`config.mk`:
```
export PLATFORM = sky130hd
export DESIGN_NAME = debug_ctrlr
export DESIGN_NICKNAME = d
export VERILOG_FILES = /design/src/rtl/debug_ctrlr.sv
export SDC_FILE = /design/constraint.sdc
export NUM_CORES = 1
export LEC_CHECK = 0
export CORE_AREA = 2 2 220 331
export DETAILED_ROUTE_END_ITERATION = 7
export DIE_AREA = 0 0 222 333
export DONT_BUFFER_PORTS = 1
export GPL_TIMING_DRIVEN = 1
export PLACE_DENSITY_LB_ADDON = 0.08
export SETUP_SLACK_MARGIN = 0.4
export SLEW_MARGIN = 20
export SYNTH_ARGS = -nofsm -noshare
export SYNTH_HDL_FRONTEND = slang
export SYNTH_SLANG_ARGS = --single-unit
```
`constraint.sdc`:
```
create_clock -name i_clk -period 15.63 [get_ports i_clk]
set_input_delay 3.126 -clock i_clk [delete_from_list [all_inputs] [get_ports i_clk]]
set_output_delay 3.126 -clock i_clk [all_outputs]
set_load 0.005 [all_outputs]
```
`src/rtl/debug_ctrlr.sv`:
```
// debug_ctrlr: UART-debugger controller between the serial command decoder
// and the MCU debug port. Decodes commands into MCU strobes, tracks the
// MCU paused state, owns a breakpoint table, and runs N-step execution and
// a timed MCU reset pulse.
// Optional feature: define DBG_HIT_CNT_EN to add per-slot saturating hit
// counters and the o_bp_hit_cnt output.
module debug_ctrlr #(
  parameter int ADDR_W     = 32,
  parameter int NUM_BP     = 8,
  parameter int STEP_W     = 8,
  parameter int PC_OFFSET  = 4,
  parameter int RST_CYCLES = 4,
  localparam int BP_IW     = (NUM_BP > 1) ? $clog2(NUM_BP) : 1
) (
  input  logic              i_clk,
  input  logic              i_rst,
  input  logic [3:0]        i_cmd,
  input  logic [ADDR_W-1:0] i_addr,
  input  logic              i_in_valid,
  input  logic [ADDR_W-1:0] i_pc,
  input  logic              i_mcu_busy,
  output logic              o_pause,
  output logic              o_resume,
  output logic              o_reset,
  output logic              o_mem_rd,
  output logic              o_mem_wr,
  output logic              o_reg_rd,
  output logic              o_reg_wr,
  output logic [3:0]        o_mem_be,
  output logic              o_out_valid,
  output logic              o_ctrlr_busy,
  output logic              o_mcu_paused,
  output logic              o_bp_full,
  output logic [BP_IW-1:0]  o_bp_hit_idx,
`ifdef DBG_HIT_CNT_EN
  output logic [15:0]       o_bp_hit_cnt,
`endif
  output logic              o_err
);

  localparam int RC_W = $clog2(RST_CYCLES + 1);

  // Command codes
  localparam logic [3:0] CMD_NONE     = 4'h0;
  localparam logic [3:0] CMD_PAUSE    = 4'h1;
  localparam logic [3:0] CMD_RESUME   = 4'h2;
  localparam logic [3:0] CMD_STEP     = 4'h3;
  localparam logic [3:0] CMD_RESET    = 4'h4;
  localparam logic [3:0] CMD_STATUS   = 4'h5;
  localparam logic [3:0] CMD_MEM_RD_B = 4'h6;
  localparam logic [3:0] CMD_MEM_RD_W = 4'h7;
  localparam logic [3:0] CMD_REG_RD   = 4'h8;
  localparam logic [3:0] CMD_BP_ADD   = 4'h9;
  localparam logic [3:0] CMD_BP_RM    = 4'hA;
  localparam logic [3:0] CMD_MEM_WR_B = 4'hB;
  localparam logic [3:0] CMD_MEM_WR_W = 4'hC;
  localparam logic [3:0] CMD_REG_WR   = 4'hD;

  // FSM states
  localparam logic [3:0] S_IDLE        = 4'd0;
  localparam logic [3:0] S_WAIT_PAUSE  = 4'd1;
  localparam logic [3:0] S_WAIT_RESUME = 4'd2;
  localparam logic [3:0] S_WAIT_MEM    = 4'd3;
  localparam logic [3:0] S_WAIT_REG    = 4'd4;
  localparam logic [3:0] S_STEP_RUN    = 4'd5;
  localparam logic [3:0] S_STEP_PAUSE  = 4'd6;
  localparam logic [3:0] S_MCU_RST     = 4'd7;
  localparam logic [3:0] S_BREAK_HIT   = 4'd8;

  // Byte enables: word access drives all lanes, byte access one lane.
  function automatic logic [3:0] be_of(input logic [3:0] cmd, input logic [1:0] lo);
    logic [3:0] be;
    case (cmd)
      CMD_MEM_RD_W, CMD_MEM_WR_W: be = 4'b1111;
      CMD_MEM_RD_B, CMD_MEM_WR_B: be = 4'b0001 << lo;
      default:                    be = 4'b0000;
    endcase
    return be;
  endfunction

  // Access strobes packed as {mem_rd, mem_wr, reg_rd, reg_wr}.
  function automatic logic [3:0] acc_of(input logic [3:0] cmd);
    logic [3:0] acc;
    case (cmd)
      CMD_MEM_RD_B, CMD_MEM_RD_W: acc = 4'b1000;
      CMD_MEM_WR_B, CMD_MEM_WR_W: acc = 4'b0100;
      CMD_REG_RD:                 acc = 4'b0010;
      CMD_REG_WR:                 acc = 4'b0001;
      default:                    acc = 4'b0000;
    endcase
    return acc;
  endfunction

  logic [3:0]        r_state;
  logic [3:0]        r_cmd;
  logic [1:0]        r_addr_lo;
  logic              r_paused;
  logic [STEP_W-1:0] r_step_cnt;
  logic [RC_W-1:0]   r_rst_cnt;
  logic              r_fresh;
  logic [BP_IW-1:0]  r_hit_idx;
  logic [ADDR_W-1:0] r_bp_addr [NUM_BP];
  logic [NUM_BP-1:0] r_bp_vld;

  logic [ADDR_W-1:0] w_pc_tgt;
  logic [NUM_BP-1:0] w_pc_match;
  logic [NUM_BP-1:0] w_addr_match;
  logic              w_hit_any;
  logic [BP_IW-1:0]  w_hit_sel;
  logic              w_free_any;
  logic [BP_IW-1:0]  w_free_sel;
  logic              w_dup;
  logic              w_full;
  logic              w_hit;
  logic              w_accept;
  logic              w_add_wr;
  logic              w_rm_wr;
  logic              w_err;
  logic              w_pause;
  logic              w_resume;
  logic              w_reset;
  logic [3:0]        w_acc;
  logic [3:0]        w_be;

  assign w_pc_tgt = i_pc + ADDR_W'(PC_OFFSET);

  // Per-slot comparisons against the PC target and the command operand.
  always_comb begin
    for (int i = 0; i < NUM_BP; i++) begin
      w_pc_match[i]   = r_bp_vld[i] && (r_bp_addr[i] == w_pc_tgt);
      w_addr_match[i] = r_bp_vld[i] && (r_bp_addr[i] == i_addr);
    end
  end

  // Lowest matching slot for hits and lowest free slot for adds.
  always_comb begin
    w_hit_sel  = '0;
    w_free_sel = '0;
    for (int i = NUM_BP - 1; i >= 0; i--) begin
      w_hit_sel  = w_pc_match[i] ? BP_IW'(i) : w_hit_sel;
      w_free_sel = !r_bp_vld[i]  ? BP_IW'(i) : w_free_sel;
    end
  end

  assign w_hit_any  = |w_pc_match;
  assign w_free_any = ~&r_bp_vld;
  assign w_full     = &r_bp_vld;
  assign w_dup      = |w_addr_match;

  // A hit pre-empts any command presented in the same IDLE cycle.
  assign w_hit    = (r_state == S_IDLE) && !r_paused && w_hit_any;
  assign w_accept = (r_state == S_IDLE) && i_in_valid && !w_hit;
  assign w_add_wr = w_accept && (i_cmd == CMD_BP_ADD) && !w_dup && w_free_any;
  assign w_rm_wr  = w_accept && (i_cmd == CMD_BP_RM);

  // Rejected commands: step while running, add into a full table,
  // remove with no match, and unassigned codes.
  always_comb begin
    w_err = 1'b0;
    if (w_accept) begin
      case (i_cmd)
        CMD_STEP:   w_err = !r_paused;
        CMD_BP_ADD: w_err = !w_dup && w_full;
        CMD_BP_RM:  w_err = !w_dup;
        4'hE, 4'hF: w_err = 1'b1;
        default:    w_err = 1'b0;
      endcase
    end else begin
      w_err = 1'b0;
    end
  end

  // Strobe decode: from the live command on acceptance, from latched state afterwards.
  always_comb begin
    w_pause  = 1'b0;
    w_resume = 1'b0;
    w_reset  = 1'b0;
    w_acc    = 4'b0000;
    w_be     = 4'b0000;
    case (r_state)
      S_IDLE: begin
        if (w_accept) begin
          w_acc    = acc_of(i_cmd);
          w_be     = be_of(i_cmd, i_addr[1:0]);
          w_pause  = (i_cmd == CMD_PAUSE);
          w_resume = (i_cmd == CMD_RESUME) || ((i_cmd == CMD_STEP) && r_paused);
          w_reset  = (i_cmd == CMD_RESET);
        end else begin
          w_acc = 4'b0000;
        end
      end
      S_WAIT_PAUSE, S_STEP_PAUSE, S_BREAK_HIT: w_pause  = 1'b1;
      S_WAIT_RESUME, S_STEP_RUN:               w_resume = 1'b1;
      S_WAIT_MEM, S_WAIT_REG: begin
        w_acc = acc_of(r_cmd);
        w_be  = be_of(r_cmd, r_addr_lo);
      end
      S_MCU_RST: w_reset = 1'b1;
      default:   w_pause = 1'b0;
    endcase
  end

  assign o_pause      = w_pause;
  assign o_resume     = w_resume;
  assign o_reset      = w_reset;
  assign o_mem_rd     = w_acc[3];
  assign o_mem_wr     = w_acc[2];
  assign o_reg_rd     = w_acc[1];
  assign o_reg_wr     = w_acc[0];
  assign o_mem_be     = w_be;
  assign o_out_valid  = w_pause | w_resume | w_reset | (|w_acc);
  assign o_ctrlr_busy = (r_state != S_IDLE) || w_hit;
  assign o_mcu_paused = r_paused;
  assign o_bp_full    = w_full;
  assign o_bp_hit_idx = r_hit_idx;
  assign o_err        = w_err;

  // Control FSM; step phases ignore busy on their first cycle so the MCU
  // has a cycle to react to the newly raised strobe.
  always_ff @(posedge i_clk or posedge i_rst) begin
    if (i_rst) begin
      r_state    <= S_IDLE;
      r_cmd      <= CMD_NONE;
      r_addr_lo  <= 2'b00;
      r_paused   <= 1'b0;
      r_step_cnt <= '0;
      r_rst_cnt  <= '0;
      r_fresh    <= 1'b0;
      r_hit_idx  <= '0;
    end else begin
      case (r_state)
        S_IDLE: begin
          if (w_hit) begin
            r_state   <= S_BREAK_HIT;
            r_hit_idx <= w_hit_sel;
          end else if (w_accept) begin
            r_cmd     <= i_cmd;
            r_addr_lo <= i_addr[1:0];
            case (i_cmd)
              CMD_PAUSE:  r_state <= S_WAIT_PAUSE;
              CMD_RESUME: r_state <= S_WAIT_RESUME;
              CMD_STEP: begin
                if (r_paused) begin
                  r_state    <= S_STEP_RUN;
                  r_fresh    <= 1'b0;
                  r_step_cnt <= (i_addr[STEP_W-1:0] == '0) ? STEP_W'(1) : i_addr[STEP_W-1:0];
                end else begin
                  r_state <= S_IDLE;
                end
              end
              CMD_RESET: begin
                r_paused  <= 1'b0;
                r_rst_cnt <= RC_W'(RST_CYCLES - 1);
                r_state   <= (RST_CYCLES > 1) ? S_MCU_RST : S_IDLE;
              end
              CMD_MEM_RD_B, CMD_MEM_RD_W, CMD_MEM_WR_B, CMD_MEM_WR_W: r_state <= S_WAIT_MEM;
              CMD_REG_RD, CMD_REG_WR: r_state <= S_WAIT_REG;
              default: r_state <= S_IDLE;
            endcase
          end else begin
            r_state <= S_IDLE;
          end
        end
        S_WAIT_PAUSE: begin
          if (!i_mcu_busy) begin
            r_state  <= S_IDLE;
            r_paused <= 1'b1;
          end else begin
            r_state <= S_WAIT_PAUSE;
          end
        end
        S_WAIT_RESUME: begin
          if (!i_mcu_busy) begin
            r_state  <= S_IDLE;
            r_paused <= 1'b0;
          end else begin
            r_state <= S_WAIT_RESUME;
          end
        end
        S_WAIT_MEM, S_WAIT_REG: begin
          if (!i_mcu_busy) begin
            r_state <= S_IDLE;
          end else begin
            r_state <= r_state;
          end
        end
        S_STEP_RUN: begin
          if (r_fresh) begin
            r_fresh <= 1'b0;
          end else if (!i_mcu_busy) begin
            r_state <= S_STEP_PAUSE;
            r_fresh <= 1'b1;
          end else begin
            r_state <= S_STEP_RUN;
          end
        end
        S_STEP_PAUSE: begin
          if (r_fresh) begin
            r_fresh <= 1'b0;
          end else if (!i_mcu_busy) begin
            if (r_step_cnt == STEP_W'(1)) begin
              r_state <= S_IDLE;
            end else begin
              r_step_cnt <= r_step_cnt - STEP_W'(1);
              r_state    <= S_STEP_RUN;
              r_fresh    <= 1'b1;
            end
          end else begin
            r_state <= S_STEP_PAUSE;
          end
        end
        S_MCU_RST: begin
          if (r_rst_cnt <= RC_W'(1)) begin
            r_state <= S_IDLE;
          end else begin
            r_rst_cnt <= r_rst_cnt - RC_W'(1);
          end
        end
        S_BREAK_HIT: r_state <= S_WAIT_PAUSE;
        default:     r_state <= S_IDLE;
      endcase
    end
  end

  // Breakpoint table: add fills the lowest free slot, remove clears all matches.
  always_ff @(posedge i_clk or posedge i_rst) begin
    if (i_rst) begin
      r_bp_vld <= '0;
      for (int i = 0; i < NUM_BP; i++) begin
        r_bp_addr[i] <= '0;
      end
    end else if (w_add_wr) begin
      r_bp_vld[w_free_sel]  <= 1'b1;
      r_bp_addr[w_free_sel] <= i_addr;
    end else if (w_rm_wr) begin
      r_bp_vld <= r_bp_vld & ~w_addr_match;
    end else begin
      r_bp_vld <= r_bp_vld;
    end
  end

`ifdef DBG_HIT_CNT_EN
  logic [15:0] r_hit_cnt [NUM_BP];

  // Saturating per-slot hit counters, cleared when the slot is rewritten or removed.
  always_ff @(posedge i_clk or posedge i_rst) begin
    if (i_rst) begin
      for (int i = 0; i < NUM_BP; i++) begin
        r_hit_cnt[i] <= 16'd0;
      end
    end else if (w_add_wr) begin
      r_hit_cnt[w_free_sel] <= 16'd0;
    end else if (w_rm_wr) begin
      for (int i = 0; i < NUM_BP; i++) begin
        if (w_addr_match[i]) begin
          r_hit_cnt[i] <= 16'd0;
        end else begin
          r_hit_cnt[i] <= r_hit_cnt[i];
        end
      end
    end else if (w_hit && (r_hit_cnt[w_hit_sel] != 16'hFFFF)) begin
      r_hit_cnt[w_hit_sel] <= r_hit_cnt[w_hit_sel] + 16'd1;
    end else begin
      r_hit_cnt[0] <= r_hit_cnt[0];
    end
  end

  assign o_bp_hit_cnt = r_hit_cnt[r_hit_idx];
`endif

endmodule

```
==> impl_metrics.env <==
export IMPL_synthCells=2730
export IMPL_endpoint_kind="output port"
export IMPL_ff2ff_path_depth=13
export IMPL_diodes=0
export IMPL_place_gp_congestion=1.04
export IMPL_layout_drive_gt1_share_pct=11.9
export IMPL_status="completed"
export IMPL_clkLatencyLatePin_ps=590
export IMPL_fin_skew_ps=28.1
export IMPL_cp_arrival_ps=8430
export IMPL_grt_pass1_wl_mm=204
export IMPL_wl_mm=152
export IMPL_synthArstFlopShare_pct=100
export IMPL_hold_depth=1
export IMPL_synth_top_cell_area_share_pct=29.4
export IMPL_p_leak_nw=10.7
export IMPL_die_y_um=333
export IMPL_hold_start="r_fresh"
export IMPL_clockBufferDepth=3
export IMPL_required_ps=12500
export IMPL_antenna_found_initial=3
export IMPL_synthDistinctLibCells=99
export IMPL_timing_rr_start="r_bp_addr[101]"
export IMPL_hold_path_class="reg -> reg"
export IMPL_path_clk_slew_ps=60
export IMPL_first_pass_iters=6
export IMPL_synth_nets=2807
export IMPL_die_w_um=222
export IMPL_synth_area_um2=24700
export IMPL_top_level_ports=91
export IMPL_area_growth_pct=7.13
export IMPL_most_common_layout_cells="290 x dfrtp_1, 226 x xnor2_1, 203 x xor2_1"
export IMPL_ys_ff_latch=290
export IMPL_route_vias_total=24200
export IMPL_viasPerCell=6.87
export IMPL_core_area_um2=71000
export IMPL_setup_viol=0
export IMPL_finalCritPeriodShare_pct=74.0
export IMPL_ir_drop_v=0.0000825
export IMPL_finalHoldViolations=0
export IMPL_crit_fanout=26
export IMPL_drv_cap=0
export IMPL_fin_hold_ws_ps=515
export IMPL_initial_core_util_pct=34.7
export IMPL_reg2reg_to="r_bp_addr[19]"
export IMPL_place_hpwl_mm=119
export IMPL_finalSetupTns_ps=0
export IMPL_synth_edf_count=0
export IMPL_drc=0
export IMPL_post_synth_top_area_cell="dfrtp_1"
export IMPL_ys_top_cells_by_area="dfrtp_1 29%, xnor2_1 8.1%, xor2_1 7.2%"
export IMPL_rows=120
export IMPL_layout_commonest_cell="dfrtp_1"
export IMPL_wl_per_cell_um=43.1
export IMPL_min_period_ps=11560
export IMPL_rsz0062_at_grt="no"
export IMPL_io_buffers=0
export IMPL_yosys_warnings=0
export IMPL_hold_buffers=0
export IMPL_grt_max_degree=91
export IMPL_synthFlopType="dfrtp_1"
export IMPL_clock_fmax_ghz=0.0865
export IMPL_synth_avg_cell_area_um2=9.03
export IMPL_grt_pass1_vias=23000
export IMPL_post_cts_setup_buffer_count=0
export IMPL_dieArea_um2=73900
export IMPL_groute_usage_overall_pct=40.2
export IMPL_cts_sinks=290
export IMPL_numCtsBuffers=34
export IMPL_power_density_nw_per_um2=103
export IMPL_max_slew_margin_pct=14.4
export IMPL_yosysSeqAreaShare_pct=29.4
export IMPL_rrSetupSlack_ps=10360
export IMPL_h_tree_depth=2
export IMPL_ctsResizeCount=0
export IMPL_min_to="r_fresh"
export IMPL_grt_overflow=0
export IMPL_cts_tree="done"
export IMPL_setup_worst_path_class="in -> out"
export IMPL_worst_pin_slew_ps=1280
export IMPL_root_buffer="clkbuf_16"
export IMPL_drv_slew=0
export IMPL_start_kind="primary input"
export IMPL_nNetsFinal=2667
export IMPL_final_antenna_net_count=0
export IMPL_drt_iter0_drc=2859
[cell families (layout without fill, tap and decap cells)]
family                     after synthesis  count (layout)  share of synthesized area [%]
muxes                                  181             181                           8.20
DFF                                    290             290                           29.4
adders and majority gates                5               5                          0.254
xor gates and xnor gates               468             468                           18.7
buffers and inverters                  297             179                           4.99
AOI/OAI and AO/OA                      569             569                           17.0
and+or+nand+nor                        920             920                           21.5
[synthesized netlist by cell type (all sizes together), types with 15 or more instances]
cell / n
and2: 25
xor2: 203
nor3b: 15
and3: 31
o22ai: 17
a22o: 104
o21ai: 95
a31oi: 22
a21oi: 88
nor2b: 28
o211ai: 24
mux2: 168
inv: 53
nand3b: 17
nor2: 138
dfrtp: 290
or3: 26
nand4: 117
o2111ai: 23
clkbuf: 140
xnor3: 36
xnor2: 229
and4: 22
buf: 103
nand2: 129
or4: 17
nor4: 122
nand2b: 16
nor3: 74
a2111oi: 18
nand3: 95
[power breakdown]
part	switching (mW)	internal [mW]	leakage [nW]
clock network	0.349	0.456	0.524
logic	0.473	0.345	6.27
registers	0.245	0.855	3.92
total	1.07	1.66	10.7
[critical path, cell delays in order]
cell and delay (ps):
ha_1 380, and3_1 220, buf_4 280, nand4_1 850
nor2_1 1010, and3_1 270, nor4_1 50, nand3_1 100
or4b_1 160, o2111ai_2 240, o31ai_4 480, buf_4 380
nand2_2 310, o41ai_1 520
[final cells by class]
type	instances	area [um^2]
Sequential cell	290	7260
Timing Repair Buffer	67	503
Clock buffer	48	945
Inverter	54	210
Clock inverter	10	126
Tap cell	915	1140
Multi-Input combinational cell	2143	16200
Fill cell	7330	44600
[how the worst max path moves through the flow]
stage	startpoint	endpoint	slack, ps	cells past startpoint
finish	i_pc[2]	o_resume	4070	14
global placement	i_pc[2]	o_resume	4320	16
global route	i_pc[2]	o_reg_wr	3990	16
detailed placement	i_pc[2]	o_resume	4250	16
floorplan	i_rst	o_bp_hit_idx[0]	4500	1
CTS	i_pc[2]	o_resume	4240	16
[routing by layer]
metal,vias to the layer above,part of all wire [%],global-route usage (%)
met5,-,0,0
met4,0,8.4,26.9
met3,417,7.4,7.39
met2,1523,47,67.6
met1,12400,37,46.6
li1,9923,-,-
[stage by stage]
stage | total power [mW] | area (um^2) | util [%] | setup slack, ps | instances
4_1_cts | 2.71 | 26400 | 37.2 | 4240 | 3527
6_report | 2.72 | 26400 | 37.2 | 4070 | 3527
3_5_place_dp | 1.90 | 25300 | 35.7 | 4250 | 3469
2_1_floorplan | 1.58 | 24700 | - | 4500 | 2730
5_1_grt | 2.82 | 26400 | 37.2 | 3990 | 3527
3_3_place_gp | 1.90 | 25300 | 35.7 | 4320 | 3469
[flip-flops by register name, summed over array words and instances (netlist names)]
name          cells
r_bp_vld          8
r_cmd             4
r_step_cnt        8
o_bp_hit_idx      3
r_state           4
o_mcu_paused      1
r_rst_cnt         3
r_fresh           1
r_bp_addr       256
r_addr_lo         2
Power figures use the tool's default switching activity.
